[config.mk]
export PLATFORM = sky130hd
export DESIGN_NAME = stream_deser
export DESIGN_NICKNAME = d
export VERILOG_FILES = /design/src/rtl/stream_deser_pkg.sv /design/src/rtl/stream_deser.sv
export SDC_FILE = /design/constraint.sdc
export NUM_CORES = 1
export LEC_CHECK = 0
export ABC_AREA = 1
export BUFFER_PORTS_ARGS = -buffer_cell sky130_fd_sc_hd__buf_2
export CAP_MARGIN = 20
export CORE_MARGIN = 1.5
export CORE_UTILIZATION = 51
export CTS_CLUSTER_DIAMETER = 60
export DETAILED_ROUTE_END_ITERATION = 12
export PLACE_DENSITY = 0.75
export SKIP_LAST_GASP = 1
export SYNTH_ARGS = -nofsm -noshare
export SYNTH_HDL_FRONTEND = slang
export SYNTH_SLANG_ARGS = --single-unit
[constraint.sdc]
create_clock -name clk -period 2.1 [get_ports clk]
set_input_delay 0.21 -clock clk [delete_from_list [all_inputs] [get_ports clk]]
set_output_delay 0.21 -clock clk [all_outputs]
set_load 0.03 [all_outputs]
[src/rtl/stream_deser_pkg.sv]
// Shared types and helpers for the stream deserializer.
package stream_deser_pkg;

  typedef enum logic {S_FILL, S_HOLD} state_t;

  // Width needed to hold a word count in the range 0..ratio.
  function automatic int cnt_w(input int ratio);
    return $clog2(ratio + 1);
  endfunction

endpackage

[src/rtl/stream_deser.sv]
// Width-expanding deserializer: packs RATIO input words into one frame,
// with early close on flush and a valid/ready output stage.
module stream_deser
  import stream_deser_pkg::*;
#(
  parameter int WIDTH = 8,
  parameter int RATIO = 4
) (
  input  logic                       clk,
  input  logic                       rst,
  input  logic                       in_valid,
  input  logic [WIDTH-1:0]           in_data,
  output logic                       in_ready,
  input  logic                       flush,
  output logic                       out_valid,
  output logic [WIDTH*RATIO-1:0]     out_data,
  output logic [cnt_w(RATIO)-1:0]    out_count,
  input  logic                       out_ready
);

  localparam int CW = cnt_w(RATIO);
  localparam int FW = WIDTH * RATIO;

  state_t          state;
  state_t          state_next;
  logic [CW-1:0]   cnt;
  logic [CW-1:0]   words_next;
  logic [FW-1:0]   slot_buf;
  logic [FW-1:0]   slot_next;
  logic            accept;
  logic            flush_s;
  logic            close;

  // A held frame blocks intake unless it retires this same cycle.
  assign in_ready   = !rst && (!out_valid || out_ready);
  assign accept     = in_valid && in_ready;
  assign flush_s    = flush && in_ready;
  assign words_next = cnt + CW'(accept);
  assign close      = (accept && (cnt == CW'(RATIO - 1)))
                   || (flush_s && (words_next != '0));

  always_comb begin
    slot_next = slot_buf;
    if (accept) slot_next[int'(cnt)*WIDTH +: WIDTH] = in_data;
  end

  always_ff @(posedge clk or posedge rst) begin
    if (rst) state <= S_FILL;
    else     state <= state_next;
  end

  always_comb begin
    state_next = state;
    case (state)
      S_FILL: if (close) state_next = S_HOLD;
      S_HOLD: if (out_ready && !close) state_next = S_FILL;
      default: state_next = S_FILL;
    endcase
  end

  always_comb begin
    out_valid = (state == S_HOLD);
  end

  // Closing a frame hands the merged buffer to the output and starts empty.
  always_ff @(posedge clk or posedge rst) begin
    if (rst) begin
      cnt       <= '0;
      slot_buf  <= '0;
      out_data  <= '0;
      out_count <= '0;
    end else if (close) begin
      cnt       <= '0;
      slot_buf  <= '0;
      out_data  <= slot_next;
      out_count <= words_next;
    end else if (accept) begin
      cnt       <= cnt + CW'(1);
      slot_buf  <= slot_next;
    end
  end

endmodule

== Word level (Yosys, flattened, before mapping) ==
Index checks and enable logic that the tools add are counted.

* Register bits: 71
* Input port bits: 13
* Output and inout bits: 37
* Word-level logic and storage cells: 34

* Add/sub/neg operators: 3
* Equal/unequal tests: 1
* Shifts and indexed selects: 2
* Multiplexer cells: 9
* Bitwise operators: 1
* Reduce and logical (&&, ||, !) cells: 13

{| class="wikitable"
|+ Operators with widths
! operator !! number
|-
| $mux 32 || 3
|-
| $neg 6->33 || 1
|-
| $shift 8x33->32 const A || 1
|-
| $shiftx 8x33->32 || 1
|-
| $bwmux 32 || 1
|-
| $logic_and 1x1->1 || 6
|-
| $mux 3 || 2
|-
| $add 3x1->3 || 1
|-
| $add 3x1->3 const B || 1
|-
| $eq 3x2->1 const B || 1
|-
| $logic_not 1->1 || 3
|-
| $reduce_bool 3->1 || 1
|-
| $logic_or 1x1->1 || 2
|-
| $mux 1 || 2
|-
| $pmux 1 s2 || 1
|-
| $reduce_bool 2->1 || 1
|-
| $not 1->1 || 1
|}

== Longest topological paths before layout ==
Gate-level depths: netlist (run 1).

* Depth after elaboration: 12
* Gate-level depth with buffers: 16
* Depth with buffers taken out: 14

== Least setup slack after synthesis (run 1) ==
No wires, ideal clock.

* Path type: input port to flip-flop
* Start: in rst
* End: reg out_data[0]
* Arrival time: 2.728 ns
* Required time: 2.035 ns
* Setup slack: -0.693 ns
* Cell stages on the path: 14
* Buffers on the path: 2
* Cell sequence: inv_2 nand3_2 inv_2 buf_2 ha_1 ha_1 nor2_1 nand3_1 nand3_2 nand2_2 inv_2 buf_4 nand2_1 nand2_1

* Longest elaborated chain between the ends: 7
* Elaborated cells between the ends (all ways): 10

{| class="wikitable"
|+ Ends and longest elaborated chain
! what !! line !! RTL
|-
| start, declared || stream_deser.sv:10 || <nowiki>input logic rst,</nowiki>
|-
| $logic_not 1->1 (no source line) || -- ||
|-
| $logic_and 1x1->1 || stream_deser.sv:35 || <nowiki>assign in_ready = !rst && (!out_valid || out_ready);</nowiki>
|-
| $logic_and 1x1->1 || stream_deser.sv:36 || <nowiki>assign accept = in_valid && in_ready;</nowiki>
|-
| $add 3x1->3 || stream_deser.sv:38 || <nowiki>assign words_next = cnt + CW'(accept);</nowiki>
|-
| named net words_next[1] || stream_deser.sv:27 || <nowiki>logic [CW-1:0] words_next;</nowiki>
|-
| $reduce_bool 3->1 || stream_deser.sv:40 || <nowiki>|| (flush_s && (words_next != '0));</nowiki>
|-
| $logic_and 1x1->1 || stream_deser.sv:40 ||
|-
| $logic_or 1x1->1 || stream_deser.sv:40 ||
|-
| end signal, assigned || stream_deser.sv:75 || <nowiki>out_data <= slot_next;</nowiki>
|-
| end, declared || stream_deser.sv:16 || <nowiki>output logic [WIDTH*RATIO-1:0] out_data,</nowiki>
|}

The timed path passes the listed nets, and every way through them passes these cells.
A chain may end at the register's enable or synchronous reset.

== Worst setup path in the final report (run 1) ==
* Start: reg cnt[0]
* End: reg out_data[25]

* Longest elaborated chain between the ends: 4
* Elaborated cells between the ends (all ways): 11

{| class="wikitable"
|+ Ends and longest elaborated chain
! what !! line !! RTL
|-
| start, declared || stream_deser.sv:26 || <nowiki>logic [CW-1:0] cnt;</nowiki>
|-
| start signal, assigned || stream_deser.sv:78 || <nowiki>cnt <= cnt + CW'(1);</nowiki>
|-
| $add 3x1->3 || stream_deser.sv:38 ||
|-
| named net words_next[1] || stream_deser.sv:27 ||
|-
| $reduce_bool 3->1 || stream_deser.sv:40 ||
|-
| $logic_and 1x1->1 || stream_deser.sv:40 ||
|-
| $logic_or 1x1->1 || stream_deser.sv:40 ||
|}

The timed path passes the listed nets, and every way through them passes these cells.

==> implementation parameters, run 1 <==
Parameter                              Value

Logic synthesis
  Most frequently used cell type in the post-synthesis netlist    sky130_fd_sc_hd__nand2_1
  Cells after synthesis    400
  Warnings, synthesis    0
  Net count after synthesis    419
  Mean Syn Cell Area    8.48 um2
  Dominant cell type by area after synthesis    sky130_fd_sc_hd__dfrtp_1
  Top post-synthesis cells by area    sky130_fd_sc_hd__dfrtp_1 (52%), sky130_fd_sc_hd__nand2_1 (18%), sky130_fd_sc_hd__nand3_1 (7.2%)
  Proportion of netlist area held by the largest area contributor    52.4%
  Register area share after synthesis    52.4%
  Count of flip-flops with a built-in enable after synthesis    0
  Fraction of synthesis flops using an asynchronous set or reset pin    100%
  Number of distinct library cell variants in the gate-level netlist after synthesis    25
  Most used flip-flop cell after synthesis    sky130_fd_sc_hd__dfrtp_1
  Number of synthesized register bits    71
  Summed instance area of the synthesized netlist    0.00339 mm2
  Leading cell types by count after synthesis    sky130_fd_sc_hd__nand2_1 (161), sky130_fd_sc_hd__dfrtp_1 (71), sky130_fd_sc_hd__nand3_1 (49), sky130_fd_sc_hd__nor2_1 (27), sky130_fd_sc_hd__inv_1 (20)

Cells and area
  Number of filler instances in the final layout    568
  Synthesis-to-finish area growth    16.3%
  Final Core Density    61.8%
  Final net count    475
  Share of post-route cells with drive strength above 1    21.8%
  Antenna fix cells    0

Global routing
  Largest net degree at the start of global routing    72
  Number of global-route vias before repair    2621
  M2 GR Usage    32.5%
  Final global-route overflow total    0
  First-pass GRT wire length    12400 um
  Met1 Resource Use GR    31.5%
  Aggregate global-route resource usage    22.1%
  Most utilized layer in the global route result    met2
  Global routing met3 resource utilization    4.13%
  Number of antenna violations at the first check in global routing    0

Drt
  Detailed Route Iter0 Violations    178
  Number of optimization iterations in the first detailed-route pass    4
  Average routed wire per standard cell    13.4 um
  Avg Vias per Cell    5.10
  Total number of vias    2732
  Final routed wirelength across all metal layers    7210 um
  Remaining DRCs    0
  Number of nets still failing antenna checks after routing    0

Timing
  Max-slew headroom at the worst pin    42.0%
  Setup Skew    0.00749 ns
  Actual transition at the worst max-transition pin    0.870 ns
  Total Negative Setup Slacks    0 ns
  Setup slack of the critical path after layout    0.137 ns
  Total setup violations reported at the end of the flow    0
  Tcrit/Tclk final    93.5%
  Max-slew violations    0
  Shortest period the worst path allows    1.96 ns
  Hold violation total from the final report    0
  Fmax    509 MHz

Job
  Max_cap viols    0

Floorplanning
  Count of boundary I/O pins    50
  Die outline width    84.5 um
  Area enclosed by the die boundary    0.00715 mm2
  Core outline area    0.00639 mm2
  Die H    84.5 um
  Effective utilization at floorplan    53.1%
  Cell row count    29

Clock tree
  Clock buffer count from CTS    9
  Insertion delay to the later sink of the worst-skew pair    0.34 ns
  Root buf cell    sky130_fd_sc_hd__clkbuf_8
  Longest Clk Path Bufs    2
  Post-cts hold buffer count    0
  Clock tree from TritonCTS    yes
  Number of sinks on the clock net    71
  Clock transition at the register clock pins on the worst setup and hold paths after CTS    0.07 ns
  Clock H-tree levels    3

Placement
  Setup Slack @ Placement    -0.0942 ns
  Final weighted congestion in routability-driven placement    0.794
  Hpwl dp    4750 um
  Port Buffer Count    49

Critical path
  Launching element type of the critical path    flop
  Sequence of cells on the critical path    buf_4, ha_1, ha_1, nor2_1, nand3_1, nand3_2, nand2_4, buf_12, nand3_1, nand2_1
  CP Buf/Inv Count    2
  Worst-path fanout max    19
  Endpoint kind of the worst setup timing path    flop
  Slowest cell on crit path    sky130_fd_sc_hd__dfrtp_1
  Critical path start-end classification    reg -> reg
  Critical path arrival    2.19 ns
  Req. time, crit path    2.33 ns
  Cell family with most CP delay    simple AND/OR/NAND/NOR gates
  Critical Path Max Stage Delay    0.41 ns

Power
  Power consumption    5890 uW
  Leakage    0.00222 uW
  Sequential power share    35.5%
  Switching share of power    44.1%
  Cell Int Power    3290 uW
  Share of power burned in the clock network    15.5%
  Maximum vdd drop    0.000836 V
  Switch Pwr    2600 uW
  Share of power burned in combinational logic    49.0%
  Power Density    1490 mW/mm2

Worst hold path
  Worst hold-check path type    in -> reg

Status
  Result of the run    finished, final reports clean
sequential cells by signal (all words and copies together), names as in the netlist:
register   count
cnt            3
out_count      3
out_data      32
out_valid      1
slot_buf      32
final timing paths:
check / start / to / slack [ns] / cells after the start
setup / recovery: cnt[0] / out_data[25] / 0.14 / 10
setup reg to reg: cnt[0] / out_data[25] / 0.14 / 10
hold reg to reg: out_count[0] / out_count[0] / 0.47 / 2
max in group asynchronous: rst / out_valid / 1.32 / 3
min in group asynchronous: rst / out_count[2] / 0.19 / 3
hold / removal: out_ready / out_valid / 0.14 / 4
logic make-up after synthesis:
logic type,synth area share (%)
DFF,52.4
and+or+nand+nor,33.9
adders and majority gates,2.21
AOI/OAI and AO/OA,5.42
buffers and inverters,6.09
per-layer routing:
layer  wire [um]  vias to the layer above
li1            -                     1376
met1        3500                     1270
met2        3210                       69
met3         310                       17
met4         194                        0
met5           0                        -
per-stage QoR:
| step | cells | area (um2) | hold WS, ns |
|---|---|---|---|
| floorplan | 400 | 3410 | 0.0497 |
| global placement | 520 | 3730 | 0.455 |
| detailed placement | 520 | 3730 | 0.460 |
| CTS | 534 | 3880 | 0.135 |
| global route | 536 | 3940 | 0.160 |
| finish | 536 | 3940 | 0.142 |
cell type report:
| class | instances | area [um2] | area share [%] |
|---|---|---|---|
| repair buffers | 60 | 370 | 9.39 |
| clock inverters | 2 | 10.0 | 0.254 |
| multi-input cells | 289 | 1430 | 36.3 |
| flip-flops and latches | 71 | 1780 | 45.1 |
| well taps | 77 | 96.3 | 2.44 |
| inverters | 25 | 114 | 2.89 |
| clock buffers | 12 | 145 | 3.68 |
power by group through the flow:
stage          logic (uW)  clock network, uW  registers (uW)
2_1_floorplan        1650                  0            2580
3_3_place_gp         2660                  0            2100
3_5_place_dp         2730                  0            2110
4_1_cts              2760                936            2100
5_1_grt              3170               1000            2150
6_report             2880                915            2090
repair_timing:
item	in CTS	in global routing
pin swaps	0	1
cloned	0	1
gates resized for setup	1	5
buffers inserted	0	1
endpoints found under the setup margin	36	44
placed cells by master (no fill, tap or decap), drive strengths merged:
cell type / instances
o21bai: 16
ha: 6
nand3b: 2
nand3: 51
and2: 1
nand2: 167
a21oi: 7
nor2: 33
clkbuf: 13
dfrtp: 71
clkinv: 2
buf: 59
inv: 25
nand4: 3
nor3: 1
o21ai: 2
worst register-to-register path: cells and delay by family, from the launching register on:
family / cells / cell delay [ns]
simple gates: 6 / 0.64
fa+ha+maj: 2 / 0.46
flops: 1 / 0.41
buf+inv: 2 / 0.33
Power figures use the tool's default switching activity.
==> inputs of run 2 (changes only) <==
CORE_UTILIZATION = 53   (was 51)
CTS_BUF_LIST = sky130_fd_sc_hd__clkbuf_4 sky130_fd_sc_hd__clkbuf_8   (was default)
PLACE_DENSITY = 0.78   (was 0.75)
==> implementation parameters, run 2 (synthesis results as in run 1) <==
Parameter                              Value

Status
  Result of the run    finished, final reports clean

Worst hold path
  Critical hold path startpoint    out_ready
  Worst hold-check path type    in -> reg
  Endpoint of the worst hold path    out_valid
  Hold Path Depth    4

Timing
  Unrepaired setup endpoints after global routing    yes
  Hold violation total from the final report    0
  Fmax    513 MHz
  Actual transition at the worst max-transition pin    0.878 ns
  Setup Skew    0.00782 ns
  Tcrit/Tclk final    92.7%
  Max-slew violations    0
  Total setup violations reported at the end of the flow    0
  Shortest period the worst path allows    1.95 ns
  Max-slew headroom at the worst pin    41.5%

Floorplanning
  Die outline width    83.0 um
  Count of boundary I/O pins    50
  Die H    83.0 um
  Cell row count    28
  Effective utilization at floorplan    55.9%
  Core outline area    0.00606 mm2
  Area enclosed by the die boundary    0.00689 mm2

Job
  Max_cap viols    0

Cells and area
  Antenna fix cells    0
  Number of filler instances in the final layout    518
  Fin area    0.00396 mm2
  Final Core Density    65.3%
  Commonest cells after routing, fill and taps aside    sky130_fd_sc_hd__nand2_1 (161), sky130_fd_sc_hd__dfrtp_1 (69), sky130_fd_sc_hd__nand3_1 (49), sky130_fd_sc_hd__buf_2 (49), sky130_fd_sc_hd__nor2_1 (27)
  Share of post-route cells with drive strength above 1    21.9%
  Final net count    472
  Most common cell after layout, fill and taps aside    sky130_fd_sc_hd__nand2_1
  Largest registers    out_data x32, slot_buf x32
  Synthesis-to-finish area growth    16.6%

Drt
  Detailed Route Iter0 Violations    214
  Number of nets still failing antenna checks after routing    0
  Remaining DRCs    0
  Number of optimization iterations in the first detailed-route pass    4
  Total number of vias    2709
  Average routed wire per standard cell    13.3 um
  Final routed wirelength across all metal layers    7050 um
  Avg Vias per Cell    5.09

Critical path
  Number of cells on the worst reg-to-reg path    10
  Worst reg2reg startpoint    cnt[1]
  Req. time, crit path    2.33 ns
  Endpoint kind of the worst setup timing path    flop
  Critical path start-end classification    reg -> reg
  Worst-path fanout max    9
  Endpoint of the most critical register-to-register path    out_data[13]
  R2R setup slack    0.15 ns
  Launching element type of the critical path    flop
  Critical path arrival    2.18 ns

Clock tree
  Post-CTS repair timing setup buffer count    0
  Number of sinks on the clock net    71
  Insertion delay to the later sink of the worst-skew pair    0.35 ns
  Clock H-tree levels    3
  Longest Clk Path Bufs    2
  Clock buffer count from CTS    9
  Clock transition at the register clock pins on the worst setup and hold paths after CTS    0.07 ns
  Post-cts hold buffer count    0
  Root buf cell    sky130_fd_sc_hd__clkbuf_8
  Clock tree from TritonCTS    yes

Global routing
  First-pass GRT wire length    12200 um
  Largest net degree at the start of global routing    72
  Number of antenna violations at the first check in global routing    0
  Aggregate global-route resource usage    21.9%
  Final global-route overflow total    0
  Number of global-route vias before repair    2596

Power
  Leakage    0.00224 uW
  Maximum vdd drop    0.000890 V
  Power Density    1520 mW/mm2

Placement
  Port Buffer Count    49
  Hpwl dp    4850 um
  Placed cell area    0.00372 mm2
  Final weighted congestion in routability-driven placement    0.841
==> run 2: cell count changes in the layout (fill, tap and decap cells not counted), moves of 2 or more <==
cell                        previous run  this run
sky130_fd_sc_hd__buf_4                 8         6
sky130_fd_sc_hd__bufinv_16             0         2
sky130_fd_sc_hd__clkbuf_1              2         0
sky130_fd_sc_hd__nand2_2               4         2
sky130_fd_sc_hd__nand2_4               2         4
==> run 2: layout make-up <==
type	instances	area (um2)	share of cell area [%]
Sequential cell	71	1780	45.0
Multi-Input combinational cell	289	1430	36.1
Timing Repair Buffer	57	330	8.35
Clock buffer	9	124	3.13
Inverter	25	114	2.88
Tap cell	75	93.8	2.37
Clock inverter	6	86.3	2.18
==> run 2: metal layers <==
layer	track usage, %	wire length (um)	vias to the layer above
met1	29.3	3290	1272
met3	4.17	249	14
met4	9.24	148	0
met2	35.0	3360	55
met5	0	0	-
li1	-	-	1368
==> run 2: how the worst max path moves through the flow <==
stage,start,endpoint,slack (ns),cells past startpoint
floorplan,out_valid,out_data[0],0.006,14
global placement,rst,out_data[0],0.05,13
detailed placement,out_valid,out_data[2],-0.09,12
CTS,cnt[1],slot_buf[19],0.06,9
global route,cnt[1],out_data[11],-0.02,10
finish,cnt[1],out_data[13],0.15,10
==> run 2: through the flow <==
step                setup slack (ns)  hold slack (ns)  total power (uW)  std cells  setup TNS (ns)
CTS                           0.0635            0.135              6020        532               0
detailed placement           -0.0852            0.455              4830        517           -1.47
finish                         0.153            0.133              6020        532               0
global placement              0.0493            0.452              4740        517               0
floorplan                    0.00643           0.0497              4230        400               0
global route                 -0.0160            0.152              6440        532         -0.0160
==> run 2: critical path: stages (launching register included) <==
cell                      delay [ns]
sky130_fd_sc_hd__dfrtp_2        0.43
sky130_fd_sc_hd__inv_1          0.07
sky130_fd_sc_hd__ha_1           0.18
sky130_fd_sc_hd__ha_1           0.36
sky130_fd_sc_hd__nand2_1        0.13
sky130_fd_sc_hd__inv_1          0.12
sky130_fd_sc_hd__nand2_4        0.10
sky130_fd_sc_hd__nor2_4         0.18
sky130_fd_sc_hd__o21ai_1        0.11
sky130_fd_sc_hd__nand3_1        0.11
sky130_fd_sc_hd__nand2_1        0.06
==> run 2: what timing repair did <==
| action | 4_1_cts | 5_1_grt |
|---|---|---|
| resized for setup | 1 | 7 |
| endpoints found under the setup margin | 36 | 51 |
| pin swaps | 0 | 1 |
==> run 2: power by group <==
part | switching [uW] | total [uW] | internal, uW | leakage (uW)
combinational | 1880 | 2750 | 867 | 0.00116
clock | 510 | 1170 | 659 | 0.000105
sequential | 215 | 2100 | 1890 | 0.000969
total | 2610 | 6020 | 3420 | 0.00224
==> inputs of run 3 (changes only) <==
BUFFER_PORTS_ARGS = -buffer_cell sky130_fd_sc_hd__buf_4   (was -buffer_cell sky130_fd_sc_hd__buf_2)
GPL_TIMING_DRIVEN = 0   (was default)
==> implementation parameters, run 3 (synthesis results as in run 1) <==
Parameter                              Value

Critical path
  Worst-path fanout max    10
  Endpoint of the most critical register-to-register path    out_data[9]
  Number of cells on the worst reg-to-reg path    12
  Endpoint kind of the worst setup timing path    flop
  Launching element type of the critical path    flop
  Worst reg2reg startpoint    cnt[0]
  Critical path arrival    2.25 ns
  Req. time, crit path    2.33 ns
  Critical path start-end classification    reg -> reg
  R2R setup slack    0.08 ns

Timing
  Tcrit/Tclk final    96.4%
  Total Negative Setup Slacks    0 ns
  Hold violation total from the final report    71
  Setup slack of the critical path after layout    0.0759 ns
  Actual transition at the worst max-transition pin    0.358 ns
  Max-slew headroom at the worst pin    76.0%
  Fmax    494 MHz
  Setup Skew    0.00427 ns
  Max-slew violations    0
  Total setup violations reported at the end of the flow    0
  Shortest period the worst path allows    2.02 ns
  Unrepaired setup endpoints after global routing    yes
  Worst hold slack after final layout    -0.127 ns

Global routing
  Number of global-route vias before repair    2750
  Largest net degree at the start of global routing    74
  Final global-route overflow total    0
  First-pass GRT wire length    13100 um
  Aggregate global-route resource usage    24.0%
  Number of antenna violations at the first check in global routing    0

Power
  Power consumption    6500 uW
  Maximum vdd drop    0.000956 V
  Leakage    0.00233 uW
  Power Density    1510 mW/mm2

Floorplanning
  Area enclosed by the die boundary    0.00689 mm2
  Count of boundary I/O pins    50
  Die H    83.0 um
  Core outline area    0.00606 mm2
  Die outline width    83.0 um
  Cell row count    28
  Effective utilization at floorplan    55.9%

Cells and area
  Largest registers    out_data x32, slot_buf x32
  Area taken by flip-flops and latches    0.00178 mm2
  Number of standard cells in the layout, taps in and fillers out    549
  Final net count    490
  Most common cell after layout, fill and taps aside    sky130_fd_sc_hd__nand2_1
  Share of post-route cells with drive strength above 1    29.1%
  Synthesis-to-finish area growth    27.0%
  Number of filler instances in the final layout    490
  Commonest cells after routing, fill and taps aside    sky130_fd_sc_hd__nand2_1 (149), sky130_fd_sc_hd__dfrtp_1 (70), sky130_fd_sc_hd__buf_4 (61), sky130_fd_sc_hd__nand3_1 (49), sky130_fd_sc_hd__nor2_1 (24)
  Antenna fix cells    0
  Multi-input combinational cell area    0.00155 mm2
  Fin area    0.00431 mm2

Worst hold path
  Worst hold-check path type    in -> async

Clock tree
  Clock buffer count from CTS    9
  Clock tree from TritonCTS    yes
  Clock transition at the register clock pins on the worst setup and hold paths after CTS    0.07 ns
  Insertion delay to the later sink of the worst-skew pair    0.34 ns
  Clock H-tree levels    3
  Root buf cell    sky130_fd_sc_hd__clkbuf_8
  Number of sinks on the clock net    71
  Longest Clk Path Bufs    2

Drt
  Avg Vias per Cell    5.23
  Remaining DRCs    0
  Final routed wirelength across all metal layers    7850 um
  Number of nets still failing antenna checks after routing    0
  Total number of vias    2871
  Average routed wire per standard cell    14.3 um
  Number of optimization iterations in the first detailed-route pass    4
  Detailed Route Iter0 Violations    180

Placement
  Hpwl dp    5310 um
  Final weighted congestion in routability-driven placement    0.876
  Placed cell count    524
  Placed cell area    0.00387 mm2
  Setup Slack @ Placement    -0.524 ns
  Port Buffer Count    49

Job
  Max_cap viols    0

Status
  Violations in the final reports    hold timing
  Result of the run    finished with violations
run 3: timing repair:
action                                  CTS  global route
gates cloned                              0             1
pin swaps                                 1            12
buffers inserted                          4             7
hold endpoints to repair                 71            71
endpoints found under the setup margin   68            71
gates resized for setup                  14            30
run 3: where the power goes:
group | internal, uW | switching (uW) | leakage [uW]
Clock | 505 | 462 | 0.0000922
Sequential | 1890 | 244 | 0.000971
Combinational | 1300 | 2100 | 0.00126
run 3: critical path: stages (launching register included):
cell	delay, ns
sky130_fd_sc_hd__dfrtp_1	0.37
sky130_fd_sc_hd__buf_6	0.13
sky130_fd_sc_hd__inv_4	0.06
sky130_fd_sc_hd__buf_8	0.14
sky130_fd_sc_hd__ha_4	0.16
sky130_fd_sc_hd__ha_4	0.29
sky130_fd_sc_hd__nand2_2	0.09
sky130_fd_sc_hd__inv_2	0.07
sky130_fd_sc_hd__nand2_4	0.06
sky130_fd_sc_hd__nor2_4	0.26
sky130_fd_sc_hd__nand2_2	0.11
sky130_fd_sc_hd__nand3_1	0.10
sky130_fd_sc_hd__nand2_1	0.06
run 3: final cells by class:
| type | instances | share of cell area [%] |
|---|---|---|
| sequential | 71 | 41.3 |
| multi-input combinational | 290 | 35.9 |
| timing repair buffer | 60 | 10.7 |
| clock buffer | 13 | 3.86 |
| buffer | 14 | 3.22 |
| inverter | 25 | 2.70 |
| tap | 75 | 2.18 |
| clock inverter | 1 | 0.116 |
run 3: worst max path at each step:
stage               depth (start not counted)  slack, ns  startpoint      endpoint
global route                               13      -0.02   out_valid  out_count[0]
detailed placement                         15      -0.52         rst  out_data[27]
finish                                     12       0.08      cnt[0]   out_data[9]
global placement                           15      -0.49         rst   out_data[0]
CTS                                        12      0.001      cnt[0]  out_data[11]
floorplan                                  14      0.006   out_valid   out_data[0]
run 3: per-stage QoR:
| step | hold WS, ns | util [%] |
|---|---|---|
| after floorplan | 0.0497 | - |
| after global placement | 0.252 | 63.8 |
| after detailed placement | 0.253 | 63.8 |
| after CTS | -0.109 | 68.0 |
| after global routing | -0.103 | 71.1 |
| final | -0.127 | 71.1 |
run 3: layer usage:
metal,vias to the layer above,GRT usage (%),part of all wire (%)
li1,1414,-,-
met1,1362,31.8,44
met2,78,38.5,48
met3,17,5.27,4.7
met4,0,9.70,2.5
met5,-,0,0
